`src/rtl/mopshub_elink_pkg.sv`:
```
// Shared e-link receive definitions: aligner state encoding, default flag byte
// and the number of 2-bit pairs that make up one byte.
package mopshub_elink_pkg;

    typedef enum logic [1:0] {
        ST_HUNT   = 2'd0,
        ST_VERIFY = 2'd1,
        ST_LOCKED = 2'd2
    } elink_state_t;

    localparam logic [7:0]  ELINK_FLAG           = 8'h7E;
    localparam int unsigned ELINK_PAIRS_PER_BYTE = 4;
    localparam logic [1:0]  ELINK_LAST_PHASE     = 2'(ELINK_PAIRS_PER_BYTE - 1);

    function automatic logic is_boundary(input logic [1:0] phase);
        return (phase == ELINK_LAST_PHASE);
    endfunction

endpackage

```
`src/rtl/elink_flag_detect.sv`:
```
// Compares both candidate byte windows of the receive shift register
// against the flag byte.
module elink_flag_detect
    import mopshub_elink_pkg::*;
#(
    parameter logic [7:0] SYNC_BYTE = ELINK_FLAG
) (
    input  logic [8:0] sreg,
    output logic       match0,
    output logic       match1
);

    assign match0 = (sreg[7:0] == SYNC_BYTE);
    assign match1 = (sreg[8:1] == SYNC_BYTE);

endmodule

```
`src/rtl/elink_rx_aligner.sv`:
```
// E-link byte aligner: hunts the flag at either bit offset, verifies, locks and
// emits aligned bytes. Define ELINK_RX_ERRCNT_EN to add the err_cnt output.
module elink_rx_aligner
    import mopshub_elink_pkg::*;
#(
    parameter logic [7:0]  SYNC_BYTE = ELINK_FLAG,
    parameter int unsigned SYNC_CNT  = 3,
    parameter int unsigned MAX_GAP   = 255
) (
    input  logic        clk,
    input  logic        rst,
    input  logic        en,
    input  logic [1:0]  rx_elink2bit,
    output logic [7:0]  data_out,
    output logic        data_valid,
    output logic        is_flag,
    output logic        locked,
    output logic        lock_lost
`ifdef ELINK_RX_ERRCNT_EN
    ,
    output logic [15:0] err_cnt
`endif
);

    localparam logic [3:0] SYNC_CNT_C = 4'(SYNC_CNT);
    localparam logic [7:0] MAX_GAP_C  = 8'(MAX_GAP);

    // Bit 9 of the nominal 10-bit history never feeds a window, so it is not kept.
    logic [8:0]   sreg_r;
    elink_state_t state_r, state_s;
    logic         offset_r, offset_s;
    logic [1:0]   phase_r, phase_s;
    logic [3:0]   sync_cnt_r, sync_cnt_s;
    logic [7:0]   gap_cnt_r, gap_cnt_s;
    logic [7:0]   data_out_r;
    logic         data_valid_r, is_flag_r, locked_r, lock_lost_r;
    logic         match0_s, match1_s, boundary_s, win_flag_s;
    logic [7:0]   win_s;
    logic         emit_s, lost_s;
`ifdef ELINK_RX_ERRCNT_EN
    logic         vfail_s;
    logic [15:0]  err_cnt_r;
`endif

    elink_flag_detect #(
        .SYNC_BYTE (SYNC_BYTE)
    ) u_flag_detect (
        .sreg   (sreg_r),
        .match0 (match0_s),
        .match1 (match1_s)
    );

    assign win_s      = offset_r ? sreg_r[8:1] : sreg_r[7:0];
    assign win_flag_s = (win_s == SYNC_BYTE);
    assign boundary_s = is_boundary(phase_r);

    // Next-state, counter and output-event decode of the alignment FSM.
    always_comb begin
        state_s    = state_r;
        offset_s   = offset_r;
        phase_s    = phase_r + 2'd1;
        sync_cnt_s = sync_cnt_r;
        gap_cnt_s  = gap_cnt_r;
        emit_s     = 1'b0;
        lost_s     = 1'b0;
`ifdef ELINK_RX_ERRCNT_EN
        vfail_s    = 1'b0;
`endif
        if (!en) begin
            state_s    = ST_HUNT;
            phase_s    = 2'd0;
            sync_cnt_s = 4'd0;
            gap_cnt_s  = 8'd0;
        end else begin
            case (state_r)
                ST_HUNT: begin
                    if (match0_s || match1_s) begin
                        // Offset 0 takes priority when both windows hold the flag.
                        offset_s   = ~match0_s;
                        phase_s    = 2'd0;
                        sync_cnt_s = 4'd1;
                        gap_cnt_s  = 8'd0;
                        state_s    = (SYNC_CNT_C == 4'd1) ? ST_LOCKED : ST_VERIFY;
                    end else begin
                        sync_cnt_s = 4'd0;
                    end
                end
                ST_VERIFY: begin
                    if (!boundary_s) begin
                        state_s = ST_VERIFY;
                    end else if (win_flag_s) begin
                        sync_cnt_s = sync_cnt_r + 4'd1;
                        state_s    = (sync_cnt_s == SYNC_CNT_C) ? ST_LOCKED : ST_VERIFY;
                    end else begin
                        state_s    = ST_HUNT;
                        sync_cnt_s = 4'd0;
`ifdef ELINK_RX_ERRCNT_EN
                        vfail_s    = 1'b1;
`endif
                    end
                end
                ST_LOCKED: begin
                    if (!boundary_s) begin
                        state_s = ST_LOCKED;
                    end else begin
                        emit_s = 1'b1;
                        if (win_flag_s) begin
                            gap_cnt_s = 8'd0;
                        end else if ((gap_cnt_r + 8'd1) == MAX_GAP_C) begin
                            state_s    = ST_HUNT;
                            lost_s     = 1'b1;
                            gap_cnt_s  = 8'd0;
                            sync_cnt_s = 4'd0;
                        end else begin
                            gap_cnt_s = gap_cnt_r + 8'd1;
                        end
                    end
                end
                default: begin
                    state_s = ST_HUNT;
                end
            endcase
        end
    end

    // Shift register and FSM state/counter registers.
    always_ff @(posedge clk or negedge rst) begin
        if (!rst) begin
            sreg_r     <= 9'd0;
            state_r    <= ST_HUNT;
            offset_r   <= 1'b0;
            phase_r    <= 2'd0;
            sync_cnt_r <= 4'd0;
            gap_cnt_r  <= 8'd0;
        end else begin
            sreg_r     <= {sreg_r[6:0], rx_elink2bit[0], rx_elink2bit[1]};
            state_r    <= state_s;
            offset_r   <= offset_s;
            phase_r    <= phase_s;
            sync_cnt_r <= sync_cnt_s;
            gap_cnt_r  <= gap_cnt_s;
        end
    end

    // Registered outputs; data_out holds the last emitted byte between strobes.
    always_ff @(posedge clk or negedge rst) begin
        if (!rst) begin
            data_out_r   <= 8'd0;
            data_valid_r <= 1'b0;
            is_flag_r    <= 1'b0;
            locked_r     <= 1'b0;
            lock_lost_r  <= 1'b0;
        end else begin
            data_out_r   <= emit_s ? win_s : data_out_r;
            data_valid_r <= emit_s;
            is_flag_r    <= emit_s & win_flag_s;
            locked_r     <= (state_s == ST_LOCKED);
            lock_lost_r  <= lost_s;
        end
    end

`ifdef ELINK_RX_ERRCNT_EN
    // Saturating count of alignment failures; only rst clears it.
    always_ff @(posedge clk or negedge rst) begin
        if (!rst) begin
            err_cnt_r <= 16'd0;
        end else if ((lost_s || vfail_s) && (err_cnt_r != 16'hFFFF)) begin
            err_cnt_r <= err_cnt_r + 16'd1;
        end else begin
            err_cnt_r <= err_cnt_r;
        end
    end

    assign err_cnt = err_cnt_r;
`endif

    assign data_out   = data_out_r;
    assign data_valid = data_valid_r;
    assign is_flag    = is_flag_r;
    assign locked     = locked_r;
    assign lock_lost  = lock_lost_r;

endmodule
```
`config.mk`:
```
export PLATFORM = sky130hd
export DESIGN_NAME = elink_rx_aligner
export DESIGN_NICKNAME = d
export VERILOG_FILES = /design/src/rtl/mopshub_elink_pkg.sv /design/src/rtl/elink_flag_detect.sv /design/src/rtl/elink_rx_aligner.sv
export SDC_FILE = /design/constraint.sdc
export NUM_CORES = 1
export LEC_CHECK = 0
export CORE_ASPECT_RATIO = 1.5
export CORE_UTILIZATION = 40
export DETAILED_ROUTE_END_ITERATION = 6
export GPL_ROUTABILITY_DRIVEN = 0
export PLACE_DENSITY = 0.7
export SYNTH_ARGS = -nofsm -noshare
export SYNTH_HDL_FRONTEND = slang
export SYNTH_SLANG_ARGS = --single-unit
```
`constraint.sdc`:
```
create_clock -name clk -period 4.6 [get_ports clk]
set_input_delay 0.92 -clock clk [delete_from_list [all_inputs] [get_ports clk]]
set_output_delay 0.92 -clock clk [all_outputs]
set_load 0.05 [all_outputs]
```
======== Yosys cells after proc, flatten, opt, wreduce, memory -nomap -nowiden ========
Cells that the tools add are included.
operators by class
  add/sub/neg operators ................... 3
  equality and inequality tests ........... 16
  mux-type cells .......................... 35
  bitwise logic cells ..................... 2
  reduce and logical (&&, ||, !) cells .... 5
operators with widths
  operator                                                count
  two-way mux 8 bit                                       6
  equality test 8 x 7 -> 1 bit (second input constant)    3
  two-way mux 4 bit                                       6
  two-way mux 2 bit                                       11
  case mux 8 bit (2 select lines)                         1
  inequality test 3 bit (second input constant)           5
  case mux 4 bit (3 select lines)                         1
  two-way mux 1 bit                                       9
  adder 8 x 1 -> 8 bit (second input constant)            1
  equality test 8 bit (second input constant)             1
  equality test 2 bit (second input constant)             3
  case mux 2 bit (3 select lines)                         1
  AND reduction 3 bit                                     2
  AND reduction 5 bit                                     1
  adder 4 x 1 -> 4 bit (second input constant)            1
  equality test 4 x 2 -> 1 bit (second input constant)    1
  inequality test 4 x 1 -> 1 bit (second input constant)  1
  inequality test 3 x 1 -> 1 bit (second input constant)  1
  adder 2 x 1 -> 2 bit (second input constant)            1
  equality test 2 x 1 -> 1 bit (second input constant)    1
  logical NOT 2 bit                                       1
  bitwise AND 1 bit                                       1
  logical OR 1 bit                                        1
  inverter 1 bit                                          1
storage, ports and cells
  flip-flop bits (word level) ............. 38
  input bits .............................. 5
  output and inout port bits .............. 12
  word-level logic and storage cells ...... 72

======== Depth between registers and ports, before layout ========
Gate-level depths: netlist of run 1.
  depth after elaboration ................. 8
  gate-level depth with buffers ........... 9
  gate-level depth less buffers ........... 8

======== Cells and area by module ========
From an unflattened synthesis of run 1, not the netlist that was laid out.
second synthesis, totals
  cell total of the unflattened synthesis .. 191
  area, all modules ....................... 1,971.9 um^2
modules (own cells, without submodules)
  module             times used  cells each  area an instance (um^2)
  elink_rx_aligner   1           186         1,931.9
  elink_flag_detect  1           5           40.0

======== Worst setup path before layout of run 1 ========
Ideal clock, no wire load.
  kind .................................... register to register
  from .................................... reg gap_cnt_r[0]
  to ...................................... reg sync_cnt_r[3]
  setup time .............................. 0.081 ns
  data arrival time ....................... 2.167 ns
  data required time ...................... 4.519 ns
  path slack .............................. 2.352 ns
  cell stages (with the launch flop) ...... 8
  clock period less this slack ............ 2.248 ns
  cell sequence ........................... dfrtp_1 ha_1 xnor2_1 or3_4 nor4_4 a21oi_2 or4_4 o211ai_2
between the ends
  cells in the longest elaborated chain, start to end .. 4
ends and longest elaborated chain
  what                             line                     source
  start, declared                  elink_rx_aligner.sv:34   logic [7:0] gap_cnt_r, gap_cnt_s;
  start signal, assigned           elink_rx_aligner.sv:141  gap_cnt_r <= gap_cnt_s;
  adder 8 x 1 -> 8 bit             elink_rx_aligner.sv:109  end else if ((gap_cnt_r + 8'd1) == MAX_GAP_C) begin
  equality test 8 bit              elink_rx_aligner.sv:109
  inequality test 3 bit (no line)  -
  AND reduction 5 bit (no line)    -
  end signal, assigned             elink_rx_aligner.sv:140  sync_cnt_r <= sync_cnt_s;
  end, declared                    elink_rx_aligner.sv:33   logic [3:0] sync_cnt_r, sync_cnt_s;
Every way passes these cells.
A chain may end at the register's enable or synchronous reset.

======== Worst setup path after layout of run 1 ========
  from .................................... in en
  to ...................................... reg gap_cnt_r[4]
between the ends
  cells in the longest elaborated chain, start to end .. 2
ends and longest elaborated chain
  what                                                                                      line                    source
  start, declared                                                                           elink_rx_aligner.sv:12  input logic en,
  inequality test 3 x 1 -> 1 bit (no line) / inequality test 3 bit (equally long branches)  -
  AND reduction 3 bit (no line)                                                             -
Several ways; a longest one is shown, not always the timed one.

==> results of run 1 <==
==> sequential cells by signal (all words and copies together), names as in the netlist, 2 cells and up <==
name	flops
phase_r	2
state_r	2
gap_cnt_r	8
data_out	8
sreg_r	9
sync_cnt_r	4
==> how the worst max path moves through the flow <==
stage | startpoint | endpoint | slack (ns) | cells past startpoint
2_1_floorplan | gap_cnt_r[0]$_DFFE_PN0P_ | sync_cnt_r[3]$_DFFE_PN0P_ | 2.35 | 7
3_3_place_gp | en | gap_cnt_r[5]$_DFFE_PN0P_ | 1.61 | 5
3_5_place_dp | en | gap_cnt_r[4]$_DFFE_PN0P_ | 1.50 | 5
4_1_cts | en | gap_cnt_r[4]$_DFFE_PN0P_ | 1.78 | 5
5_1_grt | en | gap_cnt_r[4]$_DFFE_PN0P_ | 1.61 | 5
6_report | en | gap_cnt_r[4]$_DFFE_PN0P_ | 1.78 | 5
==> worst max-delay path, cell delays in order <==
cell and delay [ns]:
clkdlybuf4s50_1 0.70, nand2_1 0.10, nor3_1 0.61, nand2b_1 0.37
o31ai_1 0.31
==> synthesized netlist by cell type, types with 2 or more instances <==
cell type and count:
mux2i_1 8, nor2_1 5, nor2b_1 3, nand2_1 24
ha_1 9, nor4b_1 2, a31oi_1 2, o22ai_1 5
o21ai_0 14, nand2b_1 3, o31ai_1 3, and2_1 5
clkbuf_1 3, inv_1 10, a21oi_1 4, a22oi_1 3
and3_1 3, buf_2 2, dfrtp_1 38, o21ai_1 2
nand3_1 9, nor3_1 2, xnor2_1 2
==> layer usage <==
layer	wire length, µm	GRT usage [%]
met4	34	5.84
met5	0	0
met2	1900	27.0
met1	1510	18.4
met3	117	3.57
==> through the flow <==
stage	setup slack, ns	util [%]
6_report	1.78	49.7
5_1_grt	1.61	49.7
4_1_cts	1.78	49.7
3_5_place_dp	1.50	46.7
3_3_place_gp	1.61	46.7
2_1_floorplan	2.35	-
==> cell families (layout without fill, tap and decap cells) <==
logic type      Yosys count  count (layout)
compound gates           46              46
xor+xnor                  3               3
fa+ha+maj                 9               9
buf+inv                  16              34
flops                    38              38
mux                       8               8
simple gates             69              69
==> power by group through the flow <==
stage	logic, mW	registers (mW)	clock network [mW]
detailed placement	0.0474	0.360	0
global route	0.0543	0.355	0.356
CTS	0.0476	0.353	0.348
finish	0.0469	0.353	0.341
floorplan	0.0368	0.353	0
global placement	0.0461	0.359	0
==> area by class of cell <==
type,instances,area [µm²],area share [%]
Inverter,10,37.5,1.64
Clock buffer,5,68.8,3.00
Tap cell,64,80.1,3.49
Multi-Input combinational cell,135,932,40.6
Timing Repair Buffer,16,155,6.76
Clock inverter,3,68.8,3.00
Sequential cell,38,951,41.5
==> impl_metrics.sql, run 1 <==
INSERT INTO impl_metrics (metric_group, metric, value, unit) VALUES
('run_status', 'result_of_the_run', 'finished, final reports clean', ''),
('final_layout', 'post-route-cell-area', '0.00229', 'mm²'),
('cts', 'cts_made_buffers', '5', ''),
('final_layout', 'final_nets', '220', ''),
('cts', 'clockBufferDepth', '2', ''),
('power', 'power.net_switching', '0.162', 'mW'),
('run', 'maxCapViolCount', '0', ''),
('timing', 'setup-tns-final', '0', 'ns'),
('timing', 'period_share', '61.4', '%'),
('hold_path', 'min-delay-start', 'phase_r[0]$_DFF_PN0_', ''),
('critical_path', 'cell_count_of_the_worst_reg_to_reg_path', '7', ''),
('grt', 'pin_count_of_the_biggest_net_entering_global_routing', '39', ''),
('critical_path', 'worstReg2RegEnd', 'gap_cnt_r[4]$_DFFE_PN0P_', ''),
('drt', 'final_antenna_net_count', '0', ''),
('placement', 'placed_cells', '263', ''),
('timing', 'transition_time_at_the_pin_with_the_least_slew_margin', '0.837', 'ns'),
('yosys', 'synthArstFlopShare', '100', '%'),
('final_layout', 'layout_cells_sized_above_1', '10.1', '%'),
('cts', 'cts_stage_hold_buffer_count', '0', ''),
('drt', 'first_iter_violations', '56', ''),
('yosys', 'avgSynthCellArea', '10.3', 'µm²'),
('drt', 'viasPerCell', '5.32', ''),
('yosys', 'synth_top_area_share', '48.8', '%'),
('yosys', 'synthDistinctLibCells', '51', ''),
('critical_path', 'critPathMaxFanout', '12', ''),
('drt', 'totalWireLength', '3550', 'µm'),
('final_layout', 'syn2layout_area_growth', '17.7', '%'),
('timing', 'final_hold_viol_count', '0', ''),
('timing', 'slew_viol_final', '0', ''),
('power', 'power-per-cell-area', '323', 'mW/mm²'),
('yosys', 'synth-compound-area-share', '16.5', '%'),
('timing', 'final.hold.worst_slack', '0.436', 'ns'),
('hold_path', 'worstHoldEndpoint', 'phase_r[0]$_DFF_PN0_', ''),
('yosys', 'synth.net_count', '203', ''),
('yosys', 'largest_family_of_logic_cells_by_synthesized_area', 'simple AND/OR/NAND/NOR gates', ''),
('critical_path', 'worst_reg2reg_path_startpoint', 'gap_cnt_r[0]$_DFFE_PN0P_', ''),
('placement', 'placement.cell_area', '0.00216', 'mm²'),
('floorplanning', 'die_area', '0.00516', 'mm²'),
('cts', 'cts_resized', '0', ''),
('drt', 'wl_per_cell', '13.1', 'µm'),
('yosys', 'synth-main-ff-cell', 'dfrtp_1', ''),
('power', 'total_power', '0.741', 'mW'),
('critical_path', 'endpoint_kind', 'flip-flop', ''),
('drt', 'remaining_drc_errors', '0', ''),
('timing', 'finalWorstPathRequiredPeriod', '2.82', 'ns'),
('floorplanning', 'rows', '30', ''),
('final_layout', 'mostFrequentLayoutCells', 'dfrtp_1, nand2_1, clkdlybuf4s50_1, o21ai_0, inv_1', ''),
('floorplanning', 'initial_utilization', '42.2', '%'),
('critical_path', 'critical_path.startpoint_type', 'primary input', ''),
('floorplanning', 'die_width', '59', 'µm'),
('floorplanning', 'top_level_port_count', '17', ''),
('critical_path', 'worst-endpoint-required', '4.79', 'ns'),
('hold_path', 'hp-class', 'flip-flop to flip-flop', ''),
('yosys', 'area_share_of_and_or_nand_nor_cells_after_synthesis', '20.1', '%'),
('power', 'switching_share', '21.9', '%'),
('final_layout', 'post_layout_nonfiller_instances', '271', ''),
('critical_path', 'worst-setup-path-type', 'primary input to flip-flop', ''),
('cts', 'ctsRootBufferMaster', 'clkbuf_8', ''),
('drt', 'drt_pre_antenna_iters', '4', ''),
('grt', 'grt_first_pass_wirelength', '6120', 'µm'),
('critical_path', 'timing.critical_path.arrival', '3.01', 'ns'),
('timing', 'fmax', '354', 'MHz'),
('final_layout', 'n_antenna_cell', '0', ''),
('grt', 'grt_antenna_before_repair', '0', ''),
('power', 'power.sequential.fraction', '47.7', '%'),
('yosys', 'yosysTopAreaCell', 'dfrtp_1', ''),
('cts', 'h-tree-depth', '2', ''),
('yosys', 'synth_adder_area_share', '5.78', '%'),
('placement', 'hpwl', '2450', 'µm'),
('yosys', 'syn-instance-count', '189', ''),
('placement', 'io_buffers', '16', '');
No activity file was read; power rests on OpenSTA's default activity.
==> inputs of run 2 (changes only) <==
--- a/config.mk
+++ b/config.mk
@@ -9,7 +9,7 @@
 export CORE_UTILIZATION = 40
 export DETAILED_ROUTE_END_ITERATION = 6
 export GPL_ROUTABILITY_DRIVEN = 0
-export PLACE_DENSITY = 0.7
+export PLACE_DENSITY = 0.72
 export SYNTH_ARGS = -nofsm -noshare
 export SYNTH_HDL_FRONTEND = slang
 export SYNTH_SLANG_ARGS = --single-unit
==> constraint.sdc (replaced) <==
create_clock -name clk -period 2.4 [get_ports clk]
set_input_delay 0.48 -clock clk [delete_from_list [all_inputs] [get_ports clk]]
set_output_delay 0.48 -clock clk [all_outputs]
set_load 0.05 [all_outputs]
==> run 2 against run 1 <==
- routed wire length increased by 2.8%
- clock skew increased by 0.0040 ns
- core utilization increased by 0.84 points
- global-route usage increased by 1.1 points
- worst hold slack got worse by 0.16 ns
- via count decreased by 0.90%
- critical path depth increased by 2
- power increased by 93%
- final cell count increased by 1.8%
- non-clock buffer count increased by 5
- die area unchanged
- register-to-register slack got worse by 1.9 ns
- critical path type is now flip-flop to flip-flop
- critical endpoint is now sync_cnt_r[3]$_DFFE_PN0P_
- largest power group unchanged
==> impl_metrics.sql, run 2 (synthesis results as in run 1) <==
INSERT INTO impl_metrics (metric_group, metric, value, unit) VALUES
('floorplanning', 'rows', '30', ''),
('final_layout', 'mostFrequentLayoutCells', 'dfrtp_1, nand2_1, clkdlybuf4s50_1, o21ai_0, inv_1', ''),
('floorplanning', 'top_level_port_count', '17', ''),
('cts', 'cts_stage_hold_buffer_count', '0', ''),
('final_layout', 'n_antenna_cell', '0', ''),
('final_layout', 'largest_register', 'sreg_r', ''),
('placement', 'io_buffers', '16', ''),
('grt', 'groute.usage.overall', '16.7', '%'),
('critical_path', 'endpoint_kind', 'flip-flop', ''),
('drt', 'drt_pre_antenna_iters', '4', ''),
('final_layout', 'final_nets', '225', ''),
('placement', 'hpwl', '2520', 'µm'),
('floorplanning', 'initial_utilization', '42.2', '%'),
('power', 'total_power', '1.43', 'mW'),
('drt', 'totalWireLength', '3650', 'µm'),
('cts', 'ctsRootBufferMaster', 'clkbuf_8', ''),
('cts', 'cts.sink_count', '38', ''),
('drt', 'wl_per_cell', '13.2', 'µm'),
('cts', 'clk-insertion-delay-late', '0.30', 'ns'),
('timing', 'rsz0062_at_grt', 'false', ''),
('drt', 'viasPerCell', '5.17', ''),
('critical_path', 'path_cells', 'ha_1, xnor2_1, or3_4, nor4_4, a21oi_2, or4_4, o211ai_2', ''),
('timing', 'slew_viol_final', '0', ''),
('drt', 'final_antenna_net_count', '0', ''),
('timing', 'transition_time_at_the_pin_with_the_least_slew_margin', '0.821', 'ns'),
('floorplanning', 'floorplan.core_area', '0.00462', 'mm²'),
('critical_path', 'worst-setup-path-type', 'flip-flop to flip-flop', ''),
('final_layout', 'largest_reg_flops', '9', ''),
('placement', 'placement.cell_area', '0.00219', 'mm²'),
('final_layout', 'syn2layout_area_growth', '19.6', '%'),
('final_layout', 'post-route-cell-area', '0.00233', 'mm²'),
('grt', 'grt_first_pass_wirelength', '6470', 'µm'),
('timing', 'final_hold_viol_count', '0', ''),
('grt', 'grt_antenna_before_repair', '0', ''),
('placement', 'placed_cells', '268', ''),
('timing', 'period_share', '94.5', '%'),
('run', 'maxCapViolCount', '0', ''),
('placement', 'post-place-ws', '0.135', 'ns'),
('final_layout', 'post_route_utilization', '50.5', '%'),
('timing', 'setup-tns-final', '0', 'ns'),
('timing', 'finalWorstPathRequiredPeriod', '2.27', 'ns'),
('cts', 'cts_tree', 'yes', ''),
('timing', 'number_of_setup_violations_in_the_final_report', '0', ''),
('critical_path', 'crit_path_max_incr_delay', '0.53', 'ns'),
('critical_path', 'critPathMaxFanout', '6', ''),
('hold_path', 'hp-class', 'primary input to asynchronous set/reset pin', ''),
('cts', 'cts_resized', '0', ''),
('floorplanning', 'die_area', '0.00516', 'mm²'),
('cts', 'worst_setup_hold_path_clk_slew', '0.08', 'ns'),
('critical_path', 'critical_path.startpoint_type', 'flip-flop', ''),
('timing', 'final.hold.worst_slack', '0.274', 'ns'),
('cts', 'cts_setup_buffers', '0', ''),
('power', 'peakVddDrop', '0.304', 'mV'),
('cts', 'clockBufferDepth', '2', ''),
('final_layout', 'layout.cells.most_common', 'dfrtp_1', ''),
('timing', 'headroom_to_the_max_slew_limit', '45.3', '%'),
('grt', 'grt_overflow_total', '0', ''),
('cts', 'cts_made_buffers', '5', ''),
('critical_path', 'worst-endpoint-required', '2.62', 'ns'),
('grt', 'pin_count_of_the_biggest_net_entering_global_routing', '39', ''),
('final_layout', 'post_layout_nonfiller_instances', '276', ''),
('timing', 'final.setup_skew', '0.00725', 'ns'),
('power', 'power-per-cell-area', '613', 'mW/mm²'),
('critical_path', 'crit_path_top_delay_cell', 'or4_4', ''),
('final_layout', 'layout_cells_sized_above_1', '12.7', '%'),
('run_status', 'result_of_the_run', 'finished, final reports clean', ''),
('drt', 'via_count', '1428', ''),
('power', 'power_leakage', '0.981', 'nW'),
('floorplanning', 'die_h', '87.5', 'µm'),
('drt', 'first_iter_violations', '33', ''),
('drt', 'remaining_drc_errors', '0', ''),
('cts', 'h-tree-depth', '2', ''),
('grt', 'vias_in_the_first_global_route', '1410', ''),
('timing', 'final.setup.worst_slack', '0.131', 'ns'),
('floorplanning', 'die_width', '59', 'µm'),
('timing', 'fmax', '441', 'MHz'),
('critical_path', 'timing.critical_path.arrival', '2.49', 'ns');
## run 2: cell types whose count changed in the layout (fill, tap and decap cells not counted)
| cell | previous run | this run |
|---|---|---|
| dfrtp_1 | 38 | 37 |
| buf_4 | 0 | 5 |
| dfrtp_2 | 0 | 1 |
## run 2: worst paths after layout
check	startpoint	to	slack, ns	cells after the start
setup / recovery	gap_cnt_r[0]$_DFFE_PN0P_	sync_cnt_r[3]$_DFFE_PN0P_	0.13	7
hold / removal	rst	sync_cnt_r[3]$_DFFE_PN0P_	0.27	1
setup reg to reg	gap_cnt_r[0]$_DFFE_PN0P_	sync_cnt_r[3]$_DFFE_PN0P_	0.13	7
hold reg to reg	phase_r[0]$_DFF_PN0_	phase_r[0]$_DFF_PN0_	0.44	1
max in group asynchronous	rst	gap_cnt_r[0]$_DFFE_PN0P_	1.55	1
min in group clk	phase_r[0]$_DFF_PN0_	phase_r[0]$_DFF_PN0_	0.44	1
## run 2: critical path: cells and delay by family (launching register included)
kind	cells	cell delay, ns
simple gates	3	1.17
fa+ha+maj	1	0.26
compound gates	2	0.20
flops	1	0.44
xor+xnor	1	0.14
## run 2: area by class of cell
cell class | count | area, µm²
clock buffers | 5 | 68.8
flip-flops and latches | 38 | 952
well taps | 64 | 80.1
clock inverters | 3 | 68.8
multi-input cells | 135 | 932
fillers | 418 | 2280
inverters | 10 | 37.5
repair buffers | 21 | 193
## run 2: power breakdown
| group | switching [mW] | internal (mW) |
|---|---|---|
| clock | 0.240 | 0.416 |
| sequential | 0.0160 | 0.654 |
| combinational | 0.0598 | 0.0425 |
| total | 0.316 | 1.11 |
## run 2: routing by layer
layer | global-route usage, % | vias up | part of all wire (%)
li1 | - | 718 | -
met1 | 18.3 | 683 | 41
met2 | 30.3 | 21 | 55
met3 | 3.57 | 6 | 2.4
met4 | 7.14 | 0 | 1.9
met5 | 0 | - | 0
==> inputs of run 3 (changes only) <==
--- a/config.mk
+++ b/config.mk
@@ -10,6 +10,7 @@
 export DETAILED_ROUTE_END_ITERATION = 6
 export GPL_ROUTABILITY_DRIVEN = 0
 export PLACE_DENSITY = 0.72
+export SLEW_MARGIN = 20
 export SYNTH_ARGS = -nofsm -noshare
 export SYNTH_HDL_FRONTEND = slang
 export SYNTH_SLANG_ARGS = --single-unit
==> results of run 3 <==
Final layout, timing and power as in run 2 (identical DEF).
